<file path="config.mk">
export PLATFORM = sky130hd
export DESIGN_NAME = intr_ctrl
export DESIGN_NICKNAME = d
export VERILOG_FILES = /design/src/rtl/intr_pkg.sv /design/src/rtl/intr_stack.sv /design/src/rtl/intr_ctrl.sv
export SDC_FILE = /design/constraint.sdc
export NUM_CORES = 1
export LEC_CHECK = 0
export ABC_AREA = 1
export CAP_MARGIN = 10
export CELL_PAD_IN_SITES_DETAIL_PLACEMENT = 0
export CELL_PAD_IN_SITES_GLOBAL_PLACEMENT = 2
export CORE_UTILIZATION = 23
export CTS_CLUSTER_SIZE = 25
export DETAILED_ROUTE_END_ITERATION = 7
export HOLD_SLACK_MARGIN = 0.1
export PLACE_DENSITY_LB_ADDON = 0.3
export SETUP_SLACK_MARGIN = 0.5
export SKIP_CTS_REPAIR_TIMING = 1
export SLEW_MARGIN = 5
export SYNTH_ARGS = -nofsm -noshare
export SYNTH_HDL_FRONTEND = slang
export SYNTH_SLANG_ARGS = --single-unit
</file>
<file path="constraint.sdc">
create_clock -name clk -period 4.4 [get_ports clk]
set_input_delay 1.32 -clock clk [delete_from_list [all_inputs] [get_ports clk]]
set_output_delay 1.32 -clock clk [all_outputs]
set_load 0.01 [all_outputs]
</file>
<file path="src/rtl/intr_pkg.sv">
// Shared constants and types for the interrupt controller.
// Optional feature macro used by intr_ctrl: INTR_CTRL_NEST_EN (nested interrupts).
package intr_pkg;

  // Register map
  localparam logic [1:0] ADDR_CTRL = 2'd0;
  localparam logic [1:0] ADDR_MASK = 2'd1;
  localparam logic [1:0] ADDR_PEND = 2'd2;
  localparam logic [1:0] ADDR_MODE = 2'd3;

  // CTRL bit positions; stack level occupies bits [CNT_W-1:0]
  localparam int unsigned CTRL_GIE_BIT = 15;
  localparam int unsigned CTRL_ERR_BIT = 14;

  // Level encoding holds 0..16, where NUM_CH means "none in service"
  localparam int unsigned LVL_W     = 5;
  // Stack occupancy 0..8 and storage index 0..7
  localparam int unsigned CNT_W     = 4;
  localparam int unsigned IDX_W     = 3;
  localparam int unsigned MAX_DEPTH = 8;

  typedef enum logic [1:0] {
    ST_IDLE = 2'd0,
    ST_TAKE = 2'd1,
    ST_RET  = 2'd2
  } state_e;

endpackage

</file>
<file path="src/rtl/intr_stack.sv">
// LIFO of {saved PC, in-service level} entries with push/pop and full/empty flags.
module intr_stack
  import intr_pkg::*;
#(
  parameter int unsigned DEPTH = 4,
  parameter int unsigned PC_W  = 8
) (
  input  logic             clk,
  input  logic             rst_n,
  input  logic             push,
  input  logic             pop,
  input  logic [PC_W-1:0]  push_pc,
  input  logic [LVL_W-1:0] push_lvl,
  output logic [PC_W-1:0]  top_pc_c,
  output logic [LVL_W-1:0] top_lvl_c,
  output logic             full_c,
  output logic             empty_c,
  output logic [CNT_W-1:0] count
);

  logic [PC_W-1:0]  mem_pc  [MAX_DEPTH];
  logic [LVL_W-1:0] mem_lvl [MAX_DEPTH];
  logic [CNT_W-1:0] cnt_q;
  logic [IDX_W-1:0] wr_idx;
  logic [IDX_W-1:0] top_idx;

  assign wr_idx    = IDX_W'(cnt_q);
  assign top_idx   = IDX_W'(cnt_q - CNT_W'(1));
  assign full_c    = (cnt_q == CNT_W'(DEPTH));
  assign empty_c   = (cnt_q == '0);
  assign top_pc_c  = mem_pc[top_idx];
  assign top_lvl_c = mem_lvl[top_idx];
  assign count     = cnt_q;

  // Entry storage and occupancy; push is refused when full, pop when empty
  always_ff @(posedge clk or negedge rst_n) begin
    if (!rst_n) begin
      cnt_q <= '0;
      for (int i = 0; i < int'(MAX_DEPTH); i++) begin
        mem_pc[i]  <= '0;
        mem_lvl[i] <= '0;
      end
    end else if (push && !full_c) begin
      mem_pc[wr_idx]  <= push_pc;
      mem_lvl[wr_idx] <= push_lvl;
      cnt_q           <= cnt_q + CNT_W'(1);
    end else if (pop && !empty_c) begin
      cnt_q <= cnt_q - CNT_W'(1);
    end
  end

endmodule

</file>
<file path="src/rtl/intr_ctrl.sv">
// Prioritised interrupt controller with saved-PC stack and return handling.
// Macro INTR_CTRL_NEST_EN: defined enables nesting up to STK_DEPTH; undefined
// limits the stack to a single entry (no take while one is in service).
module intr_ctrl
  import intr_pkg::*;
#(
  parameter int unsigned NUM_CH     = 4,
  parameter int unsigned PC_W       = 8,
  parameter int unsigned STK_DEPTH  = 4,
  parameter logic [7:0]  VEC_BASE   = 8'd19,
  parameter logic [7:0]  VEC_STRIDE = 8'd15
) (
  input  logic              clk,
  input  logic              rst_n,
  input  logic [NUM_CH-1:0] irq_in,
  input  logic              chk_valid,
  input  logic [PC_W-1:0]   cur_pc,
  input  logic              reti,
  input  logic              reg_we,
  input  logic [1:0]        reg_addr,
  input  logic [15:0]       reg_wdata,
  output logic [15:0]       reg_rdata,
  output logic              int_take,
  output logic [PC_W-1:0]   int_vec,
  output logic              ret_valid,
  output logic [PC_W-1:0]   ret_pc,
  output logic              stk_err
);

`ifdef INTR_CTRL_NEST_EN
  localparam int unsigned EFF_DEPTH = STK_DEPTH;
`else
  // Single-level operation: one entry regardless of STK_DEPTH
  localparam int unsigned EFF_DEPTH = (STK_DEPTH < 1) ? STK_DEPTH : 1;
`endif

  state_e state_q, state_d;

  logic              gie;
  logic [NUM_CH-1:0] mask, pend, mode, irq_prev;
  logic [NUM_CH-1:0] elig, win_oh, pend_set, pend_clr, take_clr;
  logic              win_found;
  logic [LVL_W-1:0]  win_idx, cur_lvl;
  logic              take_ok, push, pop, ret_go, err_set, err_clr;
  logic              ctrl_we, mask_we, pend_we, mode_we;
  logic [PC_W-1:0]   vec_c;
  logic [PC_W-1:0]   top_pc;
  logic [LVL_W-1:0]  top_lvl;
  logic              stk_full, stk_empty;
  logic [CNT_W-1:0]  stk_cnt;
  logic              unused_wdata;

  assign unused_wdata = ^reg_wdata;

  assign ctrl_we = reg_we && (reg_addr == ADDR_CTRL);
  assign mask_we = reg_we && (reg_addr == ADDR_MASK);
  assign pend_we = reg_we && (reg_addr == ADDR_PEND);
  assign mode_we = reg_we && (reg_addr == ADDR_MODE);

  // Edge channels latch a rising edge; level channels latch while high
  assign pend_set = (mode & irq_in & ~irq_prev) | (~mode & irq_in);
  assign pend_clr = pend_we ? reg_wdata[NUM_CH-1:0] : '0;
  assign take_clr = push ? (win_oh & mode) : '0;
  assign err_clr  = ctrl_we && reg_wdata[CTRL_ERR_BIT];

  assign elig    = gie ? (pend & mask) : '0;
  assign cur_lvl = stk_empty ? LVL_W'(NUM_CH) : top_lvl;
  assign take_ok = win_found && (win_idx < cur_lvl) && !stk_full;
  assign vec_c   = PC_W'(32'(VEC_BASE) + 32'(win_idx) * 32'(VEC_STRIDE));

  // Lowest-index eligible channel wins
  always_comb begin
    win_found = 1'b0;
    win_idx   = '0;
    win_oh    = '0;
    for (int i = int'(NUM_CH) - 1; i >= 0; i--) begin
      if (elig[i]) begin
        win_found = 1'b1;
        win_idx   = LVL_W'(i);
        win_oh    = '0;
        win_oh[i] = 1'b1;
      end
    end
  end

  // Next-state and stack control; reti takes precedence over chk_valid
  always_comb begin
    state_d = state_q;
    push    = 1'b0;
    pop     = 1'b0;
    ret_go  = 1'b0;
    err_set = 1'b0;
    case (state_q)
      ST_IDLE: begin
        if (reti) begin
          state_d = ST_RET;
          ret_go  = 1'b1;
          if (stk_empty) err_set = 1'b1;
          else           pop     = 1'b1;
        end else if (chk_valid && take_ok) begin
          state_d = ST_TAKE;
          push    = 1'b1;
        end
      end
      ST_TAKE: state_d = ST_IDLE;
      ST_RET:  state_d = ST_IDLE;
      default: state_d = ST_IDLE;
    endcase
  end

  // FSM state register
  always_ff @(posedge clk or negedge rst_n) begin
    if (!rst_n) state_q <= ST_IDLE;
    else        state_q <= state_d;
  end

  // Registered transfer pulses and their address payloads
  always_ff @(posedge clk or negedge rst_n) begin
    if (!rst_n) begin
      int_take  <= 1'b0;
      int_vec   <= '0;
      ret_valid <= 1'b0;
      ret_pc    <= '0;
    end else begin
      int_take  <= push;
      ret_valid <= ret_go;
      if (push)   int_vec <= vec_c;
      if (ret_go) ret_pc  <= stk_empty ? '0 : top_pc;
    end
  end

  // Software-visible registers, pending latch and edge history
  always_ff @(posedge clk or negedge rst_n) begin
    if (!rst_n) begin
      gie      <= 1'b0;
      mask     <= '0;
      mode     <= '0;
      pend     <= '0;
      irq_prev <= '0;
      stk_err  <= 1'b0;
    end else begin
      if (ctrl_we) gie  <= reg_wdata[CTRL_GIE_BIT];
      if (mask_we) mask <= reg_wdata[NUM_CH-1:0];
      if (mode_we) mode <= reg_wdata[NUM_CH-1:0];
      pend     <= (pend & ~pend_clr & ~take_clr) | pend_set;
      irq_prev <= irq_in;
      stk_err  <= (stk_err & ~err_clr) | err_set;
    end
  end

  // Register read mux
  always_comb begin
    reg_rdata = '0;
    case (reg_addr)
      ADDR_CTRL: begin
        reg_rdata[CTRL_GIE_BIT] = gie;
        reg_rdata[CTRL_ERR_BIT] = stk_err;
        reg_rdata[CNT_W-1:0]    = stk_cnt;
      end
      ADDR_MASK: reg_rdata = 16'(mask);
      ADDR_PEND: reg_rdata = 16'(pend);
      ADDR_MODE: reg_rdata = 16'(mode);
      default:   reg_rdata = '0;
    endcase
  end

  intr_stack #(
    .DEPTH (EFF_DEPTH),
    .PC_W  (PC_W)
  ) u_stack (
    .clk       (clk),
    .rst_n     (rst_n),
    .push      (push),
    .pop       (pop),
    .push_pc   (cur_pc),
    .push_lvl  (win_idx),
    .top_pc_c  (top_pc),
    .top_lvl_c (top_lvl),
    .full_c    (stk_full),
    .empty_c   (stk_empty),
    .count     (stk_cnt)
  );

endmodule

</file>
# --- After elaboration in Yosys (flattened, before gate mapping) ---
# Index checks and enable logic that the tools add are counted.
totals:
  input_bits: 35
  reg_bits: 146
  output_inout_bits: 35
classes:
  multipliers: 1
  n_mux: 47
  order_cmp: 4
  n_addsub: 3
  n_eq_ne: 5
  bitwise: 18
  n_reduce_logical: 18
ops:
  columns: ["cell", "count"]
  rows:
  - ["bitwise mux 64 bit", 1]
  - ["bitwise mux 40 bit", 1]
  - ["two-way mux 4 bit", 9]
  - ["two-way mux 8 bit", 4]
  - ["two-way mux 5 bit", 6]
  - ["AND 4 bit", 7]
  - ["binary-select mux 8 bit (select 3 bit)", 1]
  - ["demux 8 bit (select 3 bit)", 1]
  - ["NOT 4 bit", 4]
  - ["case mux 4 bit (4 select lines)", 1]
  - ["binary-select mux 5 bit (select 3 bit)", 1]
  - ["demux 5 bit (select 3 bit)", 1]
  - ["two-way mux 1 bit", 15]
  - ["logical AND 1 bit", 11]
  - ["two-way mux 2 bit", 5]
  - ["adder 5 x 8 -> 8 bit (first input constant)", 1]
  - ["greater-or-equal comparator 4 bit (second input constant)", 2]
  - ["multiplier 5 x 4 -> 8 bit (second input constant)", 1]
  - ["NOT 3 -> 4 bit", 2]
  - ["OR 4 bit", 2]
  - ["< comparator 5 bit", 1]
  - ["adder 4 x 1 -> 4 bit (second input constant)", 1]
  - ["== test 2 bit (second input constant)", 2]
  - ["== test 4 x 1 -> 1 bit (second input constant)", 1]
  - ["13 further kinds", 15]

# --- Depth between registers and ports, before layout ---
logic_depth:
  depth_word: 17
  ltp_mapped: 20
  depth_no_buf: 15

# --- Hierarchy ---
# Synthesis repeated with hierarchy kept, for this count alone.
unflattened:
  hier_cells: 796
  hier_area_um2: 6821.5
modules_own_cells:
  columns: ["module", "cells_per_inst", "n_inst", "seq_area_each_um2", "area_per_inst_um2"]
  rows:
  - ["intr_stack", 589, 1, 2702.6, 4998.5]
  - ["intr_ctrl", 207, 1, 900.9, 1823.0]

# --- Worst setup path after synthesis ---
# Ideal clock, no wire load.
synth_path:
  path_type: "register to register"
  from: "reg u_stack.cnt_q[0], in the netlist u_stack.count[0]"
  to: "reg u_stack.mem_pc[16] (netlist name)"
  t_required_ns: 4.283
  t_arrival_ns: 3.312
  period_less_slack_ns: 3.429
  stages_incl_launch_ff: 21
  slack_ns: 0.971
  path_cell_list: "dfrtp_1 inv_2 clkbuf_1 clkbuf_1 ha_1 inv_1 clkbuf_1 clkbuf_1 o21ai_0 o22ai_1 o211ai_1 ha_1 inv_1 nor2_1 nand2_2 nand3_4 inv_2 buf_6 buf_6 nand3_1 nand2_1"
synth_via:
  elab_chain_len: 14
  elab_cells_between_ends: 24
  classes_between: "1 x add/sub; 3 x order compare; 1 x eq/ne; 10 x mux; 2 x bitwise; 7 x reduce/logical"
synth_rtl:
  columns: ["element", "line_no", "text"]
  rows:
  - ["start: declaration", "intr_stack.sv:23", "logic [CNT_W-1:0] cnt_q;"]
  - ["start signal: assignment", "intr_stack.sv:46", "cnt_q <= cnt_q + CNT_W'(1);"]
  - ["start signal: assignment", "intr_stack.sv:48", "cnt_q <= cnt_q - CNT_W'(1);"]
  - ["subtractor 4 x 1 -> 4 bit", null, null]
  - ["via u_stack.top_idx[0]", "intr_stack.sv:25", "logic [IDX_W-1:0] top_idx;"]
  - ["NOT 3 -> 4 bit (not written as such)", "intr_stack.sv:32", "assign top_lvl_c = mem_lvl[top_idx];"]
  - ["binary-select mux 5 bit (select 3 bit)", "intr_stack.sv:32", null]
  - ["two-way mux 5 bit (not written as such) (2 in series)", "intr_stack.sv:32", null]
  - ["two-way mux 5 bit", "intr_ctrl.sv:67", "assign cur_lvl = stk_empty ? LVL_W'(NUM_CH) : top_lvl;"]
  - ["< comparator 5 bit", "intr_ctrl.sv:68", "assign take_ok = win_found && (win_idx < cur_lvl) && !stk_full;"]
  - ["logical AND 1 bit (2 in series)", "intr_ctrl.sv:68", null]
  - ["logical AND 1 bit", "intr_ctrl.sv:100", "end else if (chk_valid && take_ok) begin"]
  - ["two-way mux 1 bit", "intr_ctrl.sv:100", null]
  - ["two-way mux 1 bit", "intr_ctrl.sv:95", "if (reti) begin"]
  - ["two-way mux 1 bit", "intr_ctrl.sv:93", "case (state_q)"]
  - ["logical AND 1 bit", "intr_stack.sv:43", "end else if (push && !full_c) begin"]
  - ["end signal: indexed assignment", "intr_stack.sv:44", "mem_pc[wr_idx] <= push_pc;"]
  - ["end: declaration", "intr_stack.sv:21", "logic [PC_W-1:0] mem_pc [MAX_DEPTH];"]
# The timed path passes the listed nets, and every way through them passes these cells. The select of a mux whose other input is x is not followed.
# A chain may end at the register's enable or synchronous reset.

# --- Worst setup path after layout ---
layout_path:
  from: "in reg_addr[0]"
  to: "out reg_rdata[0]"
layout_via:
  elab_chain_len: 2
  elab_cells_between_ends: 5
  classes_between: "3 x eq/ne; 1 x mux; 1 x reduce/logical"
layout_rtl:
  columns: ["element", "line_no", "text"]
  rows:
  - ["start: declaration", "intr_ctrl.sv:20", "input logic [1:0] reg_addr,"]
  - ["== test 2 bit (tied with other cells)", "intr_ctrl.sv:154", "case (reg_addr)"]
  - ["case mux 4 bit (4 select lines) (*)", "intr_ctrl.sv:154", null]
  - ["end: declaration", "intr_ctrl.sv:22", "output logic [15:0] reg_rdata,"]
# Every way passes the cells marked *; elsewhere a longest branch is shown, timed or not.

==> metrics.txt <==
RSZ-0062 raised after global routing=true; Setup Skew=0.0146 ns; Initial Util=23.4%; Clock Tree Root=clkbuf_16; endpoints failing setup=0; IO Port Bufs=47; Crit path required time=3.08 ns; met1 wire length=9870 um; Peak Freq=255 MHz; Die W=162 um; pin count of the biggest net entering global routing=55; maximum root-to-sink buffer count=2; Vias=5068; latest clock arrival within the worst-skew pair=0.42 ns; WL met3=618 um; Post-Synth Adder-Cell Area=1.90%; largest family of logic cells by synthesized area=simple AND/OR/NAND/NOR gates; H-tree depth=4; post-synthesis xor/xnor area fraction=0.718%; WL/cell=16.9 um; crit path capture type=primary output; Site Rows=58; DRT Pass-1 Iters=5; Routed Antenna Nets=0; Netlist cell types=34; grt total ovfl=0; Hold Fails Final Rpt=0; Reg-to-Reg End=u_stack.mem_pc[20]; Worst-Margin Slew=0.781 ns; Area Growth Syn to Fin=23.9%; Leak Pwr=3.70 nW; period utilization=89.2%; Post-Route Setup TNS=0 ns; Worst Hold Class=reg2reg; DRC viols=0; Placer Congestion=0.720; Filler Cell Count=2756; slew margin rel.=48.0%; Hold Path End=u_stack.mem_pc[32]; via/cell ratio=4.43; clk slew on worst S/H paths=0.06 ns; num ports=70; core area=0.0253 sq mm; GRT Total Usage=15.6%; Reg2Reg Setup Slack=0.98 ns; DR top layer=met4; Die Ht=162 um; first-pass GRT wire length=30400 um; worst slack at placement=0.117 ns; R2R depth=14; number of inserted diodes=0; Syn Std Cell Area=0.00592 sq mm; fraction of synthesized area in multiplexers=0%; worst vdd ir=0.315 mV; clk sink count=120; max-cap violations=0; critical path fanouts, max=5; CP Launch Type=primary input; synthesized area per cell=7.86 sq um; Post-Route WL=19400 um; DRC marker count from the first detailed-route iteration=282; met2 WL=8740 um; post-synthesis sequential element count=120; CTS tree=yes; worst setup margin=0.476 ns; nets=844; CP Class=in2out; Num CTS Buffers=17; Syn. warnings=0; hold depth=2; r2r startpoint=u_stack.count[1]; compound-cell area share of the yosys netlist=10.4%; post-synthesis simple-gate area fraction=28.1%; sequential share of the synthesized area=50.7%; min cycle time layout=3.92 ns; fraction of layout cells with a size suffix above 1=9.10%; Post-DP HPWL=12000 um; Critical Path AT=2.60 ns; Hold Crit Start=u_stack.mem_pc[32]; pwr dens=688 mW/mm^2; Die ar.=0.0264 sq mm; status=completed; Slew Limit Fails=0; Post-Synthesis Cells=753; initial antenna violation count=0; vias in the first global route=5042
-- placed cells by master (no fill, tap or decap), types with 6 or more instances in the layout --
cell and count:
inv_2 6, conb_1 12, nand2_1 268, o22ai_1 7, nand3_1 74, clkdlybuf4s50_1 39
inv_6 7, nor2_1 45, clkbuf_16 17, buf_4 22, inv_1 41, nand2_2 7
dfrtp_1 120, o21ai_0 76, a21oi_1 17, dlymetal6s2s_1 7, ha_1 9
-- area by class of cell --
class | instances | area, sq um | area share (%)
timing repair buffer | 69 | 663 | 9.04
clock buffer | 17 | 425 | 5.80
clock inverter | 15 | 155 | 2.11
sequential | 120 | 3000 | 40.9
tap | 330 | 413 | 5.63
multi-input combinational | 543 | 2490 | 34.0
inverter | 49 | 184 | 2.51
-- synth_stat cells --
cell type	count	area, sq um
o21bai_1	1	7.51
xnor2_2	1	16.3
a21oi_1	17	85.1
o211a_1	1	10.0
xor2_1	2	17.5
buf_2	9	45.0
buf_6	4	45.0
nand3_1	74	370
buf_1	1	3.75
a221oi_1	1	8.76
conb_1	1	3.75
nand2_1	268	1010
nor2_2	1	6.26
o21ai_0	76	380
xnor2_1	1	8.76
inv_1	43	161
o311ai_0	3	26.3
o2111ai_1	1	8.76
clkbuf_2	6	30.0
nor2_1	47	176
nand2_2	7	43.8
dfrtp_1	120	3000
nand3_4	1	17.5
a32o_1	1	10.0
or2_2	1	6.26
inv_2	4	15.0
clkinv_1	2	7.51
clkbuf_1	19	71.3
nand4_1	5	31.3
ha_1	9	113
o211ai_1	5	37.5
nand3b_1	1	7.51
o22ai_1	7	43.8
buf_4	13	97.6
-- how the worst max path moves through the flow --
stage               slack, ns  cells past startpoint            endpoint        startpoint
global placement         0.12                      6        reg_rdata[0]       reg_addr[0]
global route             0.38                      7        reg_rdata[0]       reg_addr[0]
floorplan                0.97                     20  u_stack.mem_pc[16]  u_stack.count[0]
detailed placement       0.12                      6        reg_rdata[0]       reg_addr[0]
CTS                      0.11                      6        reg_rdata[0]       reg_addr[0]
finish                   0.48                      7        reg_rdata[0]       reg_addr[0]
-- critical path: stages --
cell	delay, ns
clkdlybuf4s50_1	0.52
inv_1	0.10
nand2_1	0.08
inv_2	0.06
a221oi_1	0.22
o21ai_0	0.12
dlymetal6s2s_1	0.19
-- where the power goes --
| part | switching [W] | leakage, nW | internal, W |
|---|---|---|---|
| logic | 0.00131 | 1.89 | 0.000680 |
| registers | 0.000200 | 1.54 | 0.00144 |
| clock network | 0.000609 | 0.274 | 0.000801 |
| total | 0.00212 | 3.70 | 0.00293 |
-- logic make-up (layout without fill, tap and decap cells) --
group | after synthesis | after routing
simple gates | 405 | 405
buf+inv | 101 | 150
other cells | 1 | 12
compound gates | 113 | 113
xor+xnor | 4 | 4
fa+ha+maj | 9 | 9
flops | 120 | 120
-- flip-flops by register name (all words and copies together) (netlist names), 2 cells and up --
register	cells
irq_prev	4
u_stack.mem_lvl	16
ret_pc	8
int_vec	6
pend	4
u_stack.count	4
state_q	2
u_stack.mem_pc	64
mask	4
mode	4
-- metrics by stage --
step	hold slack [ns]	utilization, %	total power (W)	instance area [sq um]	instances
floorplan	0.437	-	0.00290	5960	764
global placement	0.451	26.6	0.00369	6730	1111
detailed placement	0.453	26.6	0.00368	6730	1111
CTS	0.470	28.9	0.00512	7310	1143
global route	0.481	29.1	0.00544	7340	1143
finish	0.465	29.1	0.00505	7340	1143
-- layer usage --
layer,global-route usage (%),vias up
met5,0,-
met4,4.37,0
met3,2.47,8
met2,24.0,75
met1,22.3,2479
li1,-,2506
(Power assumes the default switching activity.)
